$ cat src/rtl/break_resume_ctrl_if.sv
// Host command channel of the break/resume controller: valid/ready handshake carrying an opcode and a step count.
interface break_resume_ctrl_if #(
  parameter int CNT_W = 32
);
  logic             cmd_valid;
  logic             cmd_ready;
  logic [1:0]       cmd_op;
  logic [CNT_W-1:0] cmd_count;

  modport master (output cmd_valid, output cmd_op, output cmd_count, input cmd_ready);
  modport slave  (input cmd_valid, input cmd_op, input cmd_count, output cmd_ready);
endinterface

$ cat src/rtl/break_resume_ctrl.sv
// Task-clock break/resume controller: stops the BUFGCE on break-source rising edges and releases it
// on host RESUME/STEP commands, latching the halt cause and counting executed task cycles.
module break_resume_ctrl #(
  parameter int CNT_W     = 32,
  parameter int CYC_W     = 64,
  parameter bit START_RUN = 1'b0
) (
  input  logic             sys_clk,
  input  logic             sys_reset,
  input  logic [2:0]       halt_src,
  break_resume_ctrl_if.slave cmd,
  output logic             clk_ce,
  output logic             halted,
  output logic [4:0]       halt_cause,
  output logic [CNT_W-1:0] step_remaining,
  output logic [CYC_W-1:0] cycles_run,
  output logic             cmd_err,
  output logic             evt_halt
);

  localparam logic [1:0] ST_HALTED = 2'd0;
  localparam logic [1:0] ST_RUN    = 2'd1;
  localparam logic [1:0] ST_STEP   = 2'd2;

  localparam logic [1:0] OP_RESUME = 2'd0;
  localparam logic [1:0] OP_STEP   = 2'd1;
  localparam logic [1:0] OP_HALT   = 2'd2;
  localparam logic [1:0] OP_CLEAR  = 2'd3;

  localparam logic [1:0]       RESET_STATE = (START_RUN != 1'b0) ? ST_RUN : ST_HALTED;
  localparam logic [CNT_W-1:0] CNT_ZERO    = {CNT_W{1'b0}};
  localparam logic [CNT_W-1:0] CNT_ONE     = {{(CNT_W-1){1'b0}}, 1'b1};
  localparam logic [CYC_W-1:0] CYC_ONE     = {{(CYC_W-1){1'b0}}, 1'b1};

  logic [1:0]       state_r;
  logic [2:0]       halt_src_q_r;
  logic             halted_r;
  logic [4:0]       halt_cause_r;
  logic [CNT_W-1:0] step_rem_r;
  logic [CYC_W-1:0] cycles_run_r;
  logic             cmd_err_r;
  logic             evt_halt_r;

  logic             halt_rise_s;
  logic             active_s;
  logic             clk_ce_s;
  logic [1:0]       state_nxt_s;
  logic [4:0]       cause_nxt_s;
  logic [CNT_W-1:0] rem_nxt_s;
  logic             err_nxt_s;
  logic             evt_nxt_s;
  logic             clear_s;

  // A source held high across a RESUME must drop before it can break again, hence edge detection.
  assign halt_rise_s = |(halt_src & ~halt_src_q_r);
  assign active_s    = (state_r == ST_RUN) || (state_r == ST_STEP);
  assign clk_ce_s    = active_s & ~halt_rise_s;

  assign clk_ce         = clk_ce_s;
  assign halted         = halted_r;
  assign halt_cause     = halt_cause_r;
  assign step_remaining = step_rem_r;
  assign cycles_run     = cycles_run_r;
  assign cmd_err        = cmd_err_r;
  assign evt_halt       = evt_halt_r;
  assign cmd.cmd_ready  = 1'b1;

  // Next-state decode: a break edge pre-empts any command issued in the same cycle.
  always_comb begin
    state_nxt_s = state_r;
    cause_nxt_s = halt_cause_r;
    rem_nxt_s   = step_rem_r;
    err_nxt_s   = 1'b0;
    evt_nxt_s   = 1'b0;
    clear_s     = 1'b0;
    if (halt_rise_s) begin
      err_nxt_s = cmd.cmd_valid;
      if (active_s) begin
        state_nxt_s = ST_HALTED;
        cause_nxt_s = {2'b00, halt_src};
        evt_nxt_s   = 1'b1;
      end else begin
        cause_nxt_s = {halt_cause_r[4:3], halt_cause_r[2:0] | halt_src};
      end
    end else begin
      case (state_r)
        ST_HALTED: begin
          if (cmd.cmd_valid) begin
            case (cmd.cmd_op)
              OP_RESUME: state_nxt_s = ST_RUN;
              OP_STEP: begin
                if (cmd.cmd_count != CNT_ZERO) begin
                  state_nxt_s = ST_STEP;
                  rem_nxt_s   = cmd.cmd_count;
                end else begin
                  cause_nxt_s = halt_cause_r | 5'b01000;
                  evt_nxt_s   = 1'b1;
                end
              end
              OP_CLEAR: begin
                clear_s     = 1'b1;
                cause_nxt_s = 5'b00000;
              end
              default: state_nxt_s = state_r;
            endcase
          end else begin
            state_nxt_s = state_r;
          end
        end
        ST_RUN: begin
          if (cmd.cmd_valid) begin
            case (cmd.cmd_op)
              OP_HALT: begin
                state_nxt_s = ST_HALTED;
                cause_nxt_s = 5'b10000;
                evt_nxt_s   = 1'b1;
              end
              OP_CLEAR: begin
                clear_s     = 1'b1;
                cause_nxt_s = 5'b00000;
              end
              default: err_nxt_s = 1'b1;
            endcase
          end else begin
            state_nxt_s = state_r;
          end
        end
        ST_STEP: begin
          // CE is high here, so this cycle consumes one step; completion outranks a host halt.
          rem_nxt_s = step_rem_r - CNT_ONE;
          if (cmd.cmd_valid) begin
            case (cmd.cmd_op)
              OP_HALT: begin
                state_nxt_s = ST_HALTED;
                cause_nxt_s = 5'b10000;
                evt_nxt_s   = 1'b1;
              end
              OP_CLEAR: begin
                clear_s     = 1'b1;
                cause_nxt_s = 5'b00000;
              end
              default: err_nxt_s = 1'b1;
            endcase
          end else begin
            err_nxt_s = 1'b0;
          end
          if (step_rem_r == CNT_ONE) begin
            state_nxt_s = ST_HALTED;
            cause_nxt_s = 5'b01000;
            evt_nxt_s   = 1'b1;
          end else begin
            rem_nxt_s = step_rem_r - CNT_ONE;
          end
        end
        default: state_nxt_s = RESET_STATE;
      endcase
    end
  end

  // State, status and cycle-counter registers.
  always_ff @(posedge sys_clk) begin
    if (sys_reset) begin
      state_r      <= RESET_STATE;
      halt_src_q_r <= 3'b000;
      halted_r     <= (RESET_STATE == ST_HALTED);
      halt_cause_r <= 5'b00000;
      step_rem_r   <= CNT_ZERO;
      cycles_run_r <= {CYC_W{1'b0}};
      cmd_err_r    <= 1'b0;
      evt_halt_r   <= 1'b0;
    end else begin
      state_r      <= state_nxt_s;
      halt_src_q_r <= halt_src;
      halted_r     <= (state_nxt_s == ST_HALTED);
      halt_cause_r <= cause_nxt_s;
      step_rem_r   <= rem_nxt_s;
      cmd_err_r    <= err_nxt_s;
      evt_halt_r   <= evt_nxt_s;
      if (clear_s) begin
        cycles_run_r <= {CYC_W{1'b0}};
      end else if (clk_ce_s) begin
        cycles_run_r <= cycles_run_r + CYC_ONE;
      end else begin
        cycles_run_r <= cycles_run_r;
      end
    end
  end

endmodule

$ cat src/flat_wrapper.sv
// flat-port wrapper written by rule: the top's interface ports become plain ports
module break_resume_ctrl_flat 
#(
  parameter int CNT_W     = 32,
  parameter int CYC_W     = 64,
  parameter bit START_RUN = 1'b0
)
  (sys_clk, sys_reset, halt_src, clk_ce, halted, halt_cause, step_remaining, cycles_run, cmd_err, evt_halt, cmd_cmd_valid, cmd_cmd_op, cmd_cmd_count, cmd_cmd_ready);
  break_resume_ctrl_if #(.CNT_W(CNT_W)) cmd_i ();
  input  logic sys_clk;
  input  logic sys_reset;
  input  logic [2:0] halt_src;
  output logic clk_ce;
  output logic halted;
  output logic [4:0] halt_cause;
  output logic [CNT_W-1:0] step_remaining;
  output logic [CYC_W-1:0] cycles_run;
  output logic cmd_err;
  output logic evt_halt;
  input wire logic [$bits(cmd_i.cmd_valid)-1:0] cmd_cmd_valid;
  input wire logic [$bits(cmd_i.cmd_op)-1:0] cmd_cmd_op;
  input wire logic [$bits(cmd_i.cmd_count)-1:0] cmd_cmd_count;
  output wire logic [$bits(cmd_i.cmd_ready)-1:0] cmd_cmd_ready;
  assign cmd_i.cmd_valid = cmd_cmd_valid;
  assign cmd_i.cmd_op = cmd_cmd_op;
  assign cmd_i.cmd_count = cmd_cmd_count;
  assign cmd_cmd_ready = cmd_i.cmd_ready;
  break_resume_ctrl #(.CNT_W(CNT_W), .CYC_W(CYC_W), .START_RUN(START_RUN)) u_core (.sys_clk(sys_clk), .sys_reset(sys_reset), .halt_src(halt_src), .cmd(cmd_i), .clk_ce(clk_ce), .halted(halted), .halt_cause(halt_cause), .step_remaining(step_remaining), .cycles_run(cycles_run), .cmd_err(cmd_err), .evt_halt(evt_halt));
endmodule
$ cat config.mk
export PLATFORM = sky130hd
export DESIGN_NAME = break_resume_ctrl_flat
export DESIGN_NICKNAME = d
export VERILOG_FILES = /design/src/rtl/break_resume_ctrl_if.sv /design/src/rtl/break_resume_ctrl.sv /design/src/flat_wrapper.sv
export SDC_FILE = /design/constraint.sdc
export NUM_CORES = 1
export LEC_CHECK = 0
export CAP_MARGIN = 10
export CORE_MARGIN = 8
export CORE_UTILIZATION = 47
export CTS_CLUSTER_SIZE = 12
export DETAILED_ROUTE_END_ITERATION = 10
export MAX_ROUTING_LAYER = met4
export PLACE_DENSITY = 0.8
export SLEW_MARGIN = 15
export SYNTH_ARGS = -nofsm -noshare
export SYNTH_HDL_FRONTEND = slang
export SYNTH_SLANG_ARGS = --single-unit
$ cat constraint.sdc
create_clock -name sys_clk -period 3.5 [get_ports sys_clk]
set_clock_uncertainty 0.1 [all_clocks]
set_input_delay 0.7 -clock sys_clk [delete_from_list [all_inputs] [get_ports sys_clk]]
set_output_delay 0.7 -clock sys_clk [all_outputs]
set_load 0.1 [all_outputs]
* Word level (Yosys, flattened, before mapping)
Cells that the tools add are included.
** Cells by class
- Bitwise gates (word level) :: 5
- Add/subtract/negate cells :: 2
- Reduce and logical (&&, ||, !) cells :: 16
- Multiplexer cells :: 39
- Eq/ne operators :: 15
** Operator list (count)
- $mux 32 :: 3
- $add 64x1->64 const B :: 1
- $pmux 32 s2 :: 1
- $eq 32x1->1 const B :: 1
- $reduce_bool 32->1 :: 1
- $sub 32x1->32 const B :: 1
- $mux 5 :: 5
- $pmux 5 s2 :: 2
- $mux 1 :: 16
- $pmux 5 s3 :: 1
- $reduce_and 5->1 :: 3
- $mux 2 :: 7
- $eq 2x2->1 const B :: 3
- $logic_not 2->1 :: 3
- $ne 2x2->1 const B :: 3
- $ne 3x2->1 const B :: 2
- $pmux 2 s3 :: 1
- $reduce_or 2->1 :: 3
- $reduce_or 3->1 :: 2
- $eq 2x1->1 const B :: 2
- $mux 4 :: 1
- $ne 4x2->1 const B :: 1
- $ne 4x3->1 const B :: 1
- $pmux 2 s2 :: 1
- 12 further kinds :: 12
** Storage, ports and cells
- Bits in registers :: 109
- Input bits :: 40
- Logic and storage cells :: 87

* Depth between registers and ports, before layout
Gate-level depths: netlist (run 1).
- Depth in word-level cells :: 7
- Gate-level depth with buffers :: 9
- Gate-level depth less buffers :: 8

* Least setup slack after synthesis (run 1)
Ideal clock, no wire load.
- Kind :: register to register
- Start :: reg u_core.cycles_run_r[24] (netlist: u_core.cycles_run[24])
- End :: reg u_core.cycles_run_r[55] (netlist: u_core.cycles_run[55])
- Setup time :: 0.128 ns
- Arrival time :: 2.847 ns
- Required time :: 3.272 ns
- Cell stages (with the launch flop) :: 8
- Clock period less this slack :: 3.075 ns
- Slack :: 0.425 ns
- Cells stage by stage :: dfxtp_1 nand4_1 nor3_1 nand4_1 buf_2 nor3_1 xnor2_1 nor2_1
** On the way
- Word-level cells in the longest chain between the ends :: 1
** RTL lines
- start, declared :: line break_resume_ctrl.sv:40 : logic [CYC_W-1:0] cycles_run_r;
- start signal, assigned :: line break_resume_ctrl.sv:168 : cycles_run_r <= {CYC_W{1'b0}};
- start signal, assigned :: line break_resume_ctrl.sv:180 : cycles_run_r <= {CYC_W{1'b0}};
- start signal, assigned :: line break_resume_ctrl.sv:182 : cycles_run_r <= cycles_run_r + CYC_ONE;
- $add 64x1->64 :: line break_resume_ctrl.sv:182
No other way between the ends.
A chain may end at the register's enable or synchronous reset.

* Worst setup path after layout (run 1)
- Start :: in halt_src[1]
- End :: out clk_ce
** On the way
- Word-level cells in the longest chain between the ends :: 4
** RTL lines
- start, declared :: line flat_wrapper.sv:12 : input logic [2:0] halt_src;
- $and 3x3->3 :: line break_resume_ctrl.sv:55 : assign halt_rise_s = |(halt_src & ~halt_src_q_r);
- $reduce_or 3->1 :: line break_resume_ctrl.sv:55
- $not 1->1 (no source line)
- $and 1x1->1 :: line break_resume_ctrl.sv:57 : assign clk_ce_s = active_s & ~halt_rise_s;
- end, declared :: line flat_wrapper.sv:13 : output logic clk_ce;
No other way between the ends.

==> metrics.csv, run 1 <==
metric,value,unit
# diodes,0,
Clock Root Buffer,clkbuf_16,
CTS Buffer Depth,2,
Layout area overhead,29.3,%
Seq pwr share,46.9,%
P_sw,0.732,mW
status,"complete, no violations",
switching share of power,27.2,%
gr ovfl total,0,
Die H,128,um
wire per inst,16.0,um
DR vias/cell,5.66,
Setup TNS,0,ns
DRT iter0 DRCs,457,
Synth top area share,36.8,%
period utilisation layout,85.6,%
post-layout net count,943,
leakage,2.81,nW
relative slew slack,43.0,%
kind of start point of the critical path,input pin,
PwrDens,351,mW/mm2
"Slew Viols, Final",0,
Setup Buffers After CTS,0,
most frequent cells in the layout,"buf_4 (127), dfxtp_1 (109), nor2_1 (97)",
clock slew at reported path FFs,0.07,ns
WL final,17200,um
synth warn,0,
number of synthesized flops with an enable pin,0,
Hold Buf Count CTS,0,
post-route DRC violation count,0,
Setup CP Type,in2out,
CTS tree,yes,
RSZ-0062 raised after global routing,false,
Reg area,0.00218,mm2
met3 WL,1260,um
port bufs,144,
async set or reset register ratio after synthesis,0,%
# clock sinks,109,
H-tree lvl count,3,
Total GRT Usage,21.2,%
top layer in use,met4,
Placer Congestion,0.976,
Combinational Power Share,13.4,%
area of the multi-input gates,0.00348,mm2
"antenna viol nets, final",0,
Clk network pwr share,39.7,%
synth unique cells,63,
Synth area leaders,"dfxtp_1 (37%), xnor2_1 (6.7%), nor2_1 (6.1%)",
"leading cell type in the layout, fill and taps excluded",buf_4,
layout cells sized above 1,18.9,%
Worst-Margin Slew,0.855,ns
Fmax,334,MHz
Final Hold Fails,0,
Period minus WS final,3.00,ns
via count,6066,
pin count of the biggest net entering global routing,65,
worst skew pair latency,0.36,ns
"Top FF cell, synth",dfxtp_1,
fin area,0.00766,mm2
placed wire-length estimate,12200,um
largest area contributor in the netlist,dfxtp_1,
DRT Pass-1 Iters,5,
final setup fails,0,
# rows,41,
Max Cap Viol,0,
critical path arrival,2.20,ns
PostCTS Resize Cnt,0,
initial core utilization,47.5,%
area of the die,0.0165,mm2
synthesized net count,808,
met2 WL,8040,um
vias in the first global route,5677,
WP data required,2.70,ns
Die X,128,um
cell area after synthesis,0.00592,mm2
Post-Route M1 WL,7510,um
fill count,1135,
crit end category,output port,
first-pass GRT wire length,27900,um
total internal power,1.96,mW
type of the worst min-delay path,reg2reg,
initial antenna violation count,0,
core area,0.0125,mm2
I/O Pins,146,
syn_area_per_cell,7.79,um2
Placed Area,0.00736,mm2
"Max FO, Critical Path",9,
Syn Inst Count,761,
cts bufs inserted,9,
Max IR drop VDD,0.228,mV
"Seq/Total Area, Yosys",36.8,%
Synth Register Bits,109,
## worst max-delay path: stages
cell and delay (ns):
clkdlybuf4s50_1 0.44, nand2b_1 0.12, nand4_1 0.23, buf_4 0.23, inv_1 0.25, buf_12 0.22
## cell type report
type / count / share of cell area (%)
Multi-Input combinational cell: 582 / 45.4
Sequential cell: 109 / 28.5
Timing Repair Buffer: 168 / 18.1
Clock buffer: 10 / 3.12
Tap cell: 172 / 2.81
Inverter: 26 / 1.27
Clock inverter: 5 / 0.849
## registers in the layout (all words and copies together), names as in the netlist
register and flops:
u_core.cmd_err 1, u_core.cycles_run 64, u_core.evt_halt 1, u_core.halt_cause 5, u_core.halt_src_q_r 3, u_core.halted 1, u_core.state_r 2, u_core.step_remaining 32
## synth_stat cells, types with 3 or more instances
cell,count
o21ai_0,39
a31o_2,3
a21oi_1,60
nand4_1,17
ha_1,7
a31oi_1,6
clkbuf_1,33
buf_1,3
nor4_1,22
and4_1,5
dfxtp_1,109
nor2b_1,18
nor4_2,12
xor2_1,13
buf_2,6
o32ai_1,8
o21a_1,3
xnor2_1,45
or4_1,6
or3_1,9
nand3_1,27
nand2b_1,7
inv_1,25
nor3_1,51
nor2_1,97
and3_1,10
a22oi_1,5
o41ai_1,3
nand2_1,65
## kinds of logic (layout without fill, tap and decap cells)
| kind of cell | Yosys count | count (layout) | synth area share (%) |
|---|---|---|---|
| AO/OA/AOI/OAI | 151 | 151 | 15.7 |
| XOR/XNOR | 58 | 58 | 8.57 |
| adder cells (fa/ha/maj) | 7 | 7 | 1.48 |
| buffers and inverters | 70 | 209 | 4.75 |
| flip-flops | 109 | 109 | 36.8 |
| multiplexers | 2 | 2 | 0.380 |
| other | 1 | 1 | 0.0633 |
| AND/OR/NAND/NOR | 363 | 363 | 32.2 |
## per-stage QoR
stage,power [mW],utilization (%),setup slack (ns),cells,hold WS (ns)
after detailed placement,1.65,59.0,0.259,1057,0.381
after global placement,1.65,59.0,0.289,1057,0.374
after global routing,2.79,61.5,0.358,1072,0.417
after CTS,2.71,61.5,0.509,1072,0.398
after floorplan,1.52,-,0.425,761,0.552
final,2.69,61.5,0.504,1072,0.393
## final timing paths
path                                            endpoint  slack [ns]  cells past startpoint                                    from
setup / recovery                                  clk_ce        0.50                      6                             halt_src[1]
hold / removal    u_core.step_remaining[23]$_SDFFE_PP0P_        0.39                      2  u_core.step_remaining[23]$_SDFFE_PP0P_
setup reg to reg      u_core.cycles_run[42]$_SDFFE_PP0P_        0.80                      8            u_core.state_r[0]$_SDFF_PP0_
hold reg to reg   u_core.step_remaining[23]$_SDFFE_PP0P_        0.39                      2  u_core.step_remaining[23]$_SDFFE_PP0P_
## routing by layer
| metal | vias to the layer above | GRT usage, % |
|---|---|---|
| li1 | 2981 | - |
| met1 | 2826 | 26.6 |
| met2 | 236 | 32.9 |
| met3 | 23 | 4.24 |
| met4 | 0 | 8.25 |
| met5 | - | - |
## power groups by stage
stage                     Combinational (mW)  Sequential, mW  Clock (mW)
after floorplan                        0.158            1.36           0
after global placement                 0.356            1.29           0
after detailed placement               0.357            1.29           0
after CTS                              0.358            1.26        1.09
after global routing                   0.388            1.26        1.14
final                                  0.362            1.26        1.07
(Power assumes the default switching activity.)
==> run 2, diff against run 1 <==
--- a/config.mk
+++ b/config.mk
@@ -7,11 +7,11 @@
 export LEC_CHECK = 0
 export CAP_MARGIN = 10
 export CORE_MARGIN = 8
-export CORE_UTILIZATION = 47
+export CORE_UTILIZATION = 50
 export CTS_CLUSTER_SIZE = 12
 export DETAILED_ROUTE_END_ITERATION = 10
 export MAX_ROUTING_LAYER = met4
-export PLACE_DENSITY = 0.8
+export PLACE_DENSITY = 0.92
 export SLEW_MARGIN = 15
 export SYNTH_ARGS = -nofsm -noshare
 export SYNTH_HDL_FRONTEND = slang
==> run 2 against run 1 <==
Effect of this change: cell area down 0.83%; global-route usage is 1.3 points higher; sequential cell count did not move; maximum frequency is 7.1% higher; critical path type unchanged; largest cell class unchanged; largest power group unchanged.
==> metrics.csv, run 2 (synthesis results as in run 1) <==
metric,value,unit,change
status,"complete, no violations",,
Hold Buf Count CTS,0,,unchanged
reg2reg start,u_core.step_remaining[12]$_SDFFE_PP0P_,,
top layer in use,met4,,
# diodes,0,,unchanged
DRT Pass-1 Iters,5,,unchanged
initial antenna violation count,0,,unchanged
pre-CTS setup slack,0.410,ns,+0.151 ns
final std cells w/o fill,1042,,-2.8%
PwrDens,345,mW/mm2,-1.9%
met3 WL,1310,um,+4.1%
Total GRT Usage,22.6,%,+1.3 points
WP data required,2.70,ns,about the same
first-pass GRT wire length,28800,um,+3.4%
critical path arrival,2.00,ns,-0.20 ns
core area,0.0115,mm2,-7.6%
gr ovfl total,0,,unchanged
CTS tree,yes,,
crit end category,output port,,
"leading cell type in the layout, fill and taps excluded",buf_4,,
post-route DRC violation count,0,,unchanged
max reg flops,64,,unchanged
most frequent cells in the layout,"buf_4 (125), dfxtp_1 (109), nor2_1 (97)",,
period utilisation layout,79.9,%,-5.7 points
Placed Cells,1026,,-2.9%
worst hold start,u_core.step_remaining[17]$_SDFFE_PP0P_,,
Fmax,358,MHz,+7.1%
relative slew slack,45.1,%,+2.1 points
"Slew Viols, Final",0,,unchanged
H-tree lvl count,3,,unchanged
Setup TNS,0,ns,unchanged
met2 WL,8190,um,+1.9%
PostCTS Resize Cnt,0,,unchanged
area of the die,0.0156,mm2,-5.3%
DRT iter0 DRCs,596,,+30%
# rows,39,,-4.9%
Setup Buffers After CTS,0,,unchanged
clock slew at reported path FFs,0.07,ns,about the same
leakage,2.79,nW,-0.76%
Max IR drop VDD,0.357,mV,+56%
"antenna viol nets, final",0,,unchanged
layout cells sized above 1,18.8,%,-0.090 points
initial core utilization,51.4,%,+3.9 points
final setup fails,0,,unchanged
pin count of the biggest net entering global routing,65,,unchanged
kind of start point of the critical path,input pin,,
Setup CP Type,in2out,,
Period minus WS final,2.80,ns,-0.200 ns
wire per inst,16.7,um,+4.4%
Max Cap Viol,0,,unchanged
Clock Root Buffer,clkbuf_16,,
vias in the first global route,5791,,+2.0%
Worst-Margin Slew,0.816,ns,-0.0391 ns
I/O Pins,146,,unchanged
Final WS setup,0.704,ns,+0.200 ns
Final Hold Fails,0,,unchanged
port bufs,144,,unchanged
Placer Congestion,0.958,,-1.9%
Die H,125,um,-2.7%
WL final,17400,um,+1.4%
Post-Route M1 WL,7350,um,-2.1%
"Max FO, Critical Path",5,,-4
type of the worst min-delay path,reg2reg,,
DR vias/cell,5.95,,+5.2%
via count,6202,,+2.2%
fill count,968,,-15%
CTS Buffer Depth,2,,unchanged
post-layout net count,941,,-0.21%
Worst setup startpoint,halt_src[1],,
Layout area overhead,28.2,%,
cts bufs inserted,9,,unchanged
RSZ-0062 raised after global routing,false,,
placed wire-length estimate,12700,um,+3.3%
Die X,125,um,-2.7%
worst skew pair latency,0.35,ns,about the same
# clock sinks,109,,unchanged
-- run 2: worst paths after layout --
path / endpoint / slack (ns) / depth (start not counted)
hold reg to reg: u_core.step_remaining[17]$_SDFFE_PP0P_ / 0.40 / 2
setup reg to reg: u_core.step_remaining[26]$_SDFFE_PP0P_ / 0.85 / 6
setup / recovery: clk_ce / 0.70 / 6
hold / removal: u_core.step_remaining[17]$_SDFFE_PP0P_ / 0.40 / 2
-- run 2: layout make-up --
cell class / count / area, um2 / area share [%]
sequential: 109 / 2180 / 28.7
timing repair buffer: 166 / 1370 / 18.0
tap: 143 / 179 / 2.36
multi-input combinational: 582 / 3480 / 45.8
clock buffer: 10 / 239 / 3.15
inverter: 26 / 97.6 / 1.28
clock inverter: 6 / 52.6 / 0.692
-- run 2: metrics by stage --
step | area [um2] | utilization [%] | hold slack [ns] | power [mW]
after CTS | 7600 | 66.0 | 0.392 | 2.64
final | 7600 | 66.0 | 0.398 | 2.62
after detailed placement | 7310 | 63.4 | 0.381 | 1.64
after global placement | 7310 | 63.4 | 0.372 | 1.64
after global routing | 7600 | 66.0 | 0.414 | 2.72
after floorplan | 5920 | - | 0.552 | 1.52
-- run 2: critical path, cell delays in order --
cell and delay [ns]:
clkdlybuf4s50_1 0.43, nand2b_1 0.12, nand4_1 0.18, buf_4 0.21, inv_1 0.15, buf_12 0.20
-- run 2: power by group --
group	total (mW)	switching [mW]	leakage, nW	internal, mW
Sequential	1.26	0.0107	0.880	1.25
Clock	1.00	0.486	0.138	0.514
Combinational	0.357	0.235	1.77	0.122
-- run 2: layer usage --
metal  vias to the layer above  track usage (%)
met5                         -                -
met4                         0             9.17
met3                        52             5.91
met2                       310             35.3
met1                      2863             27.1
li1                       2977                -
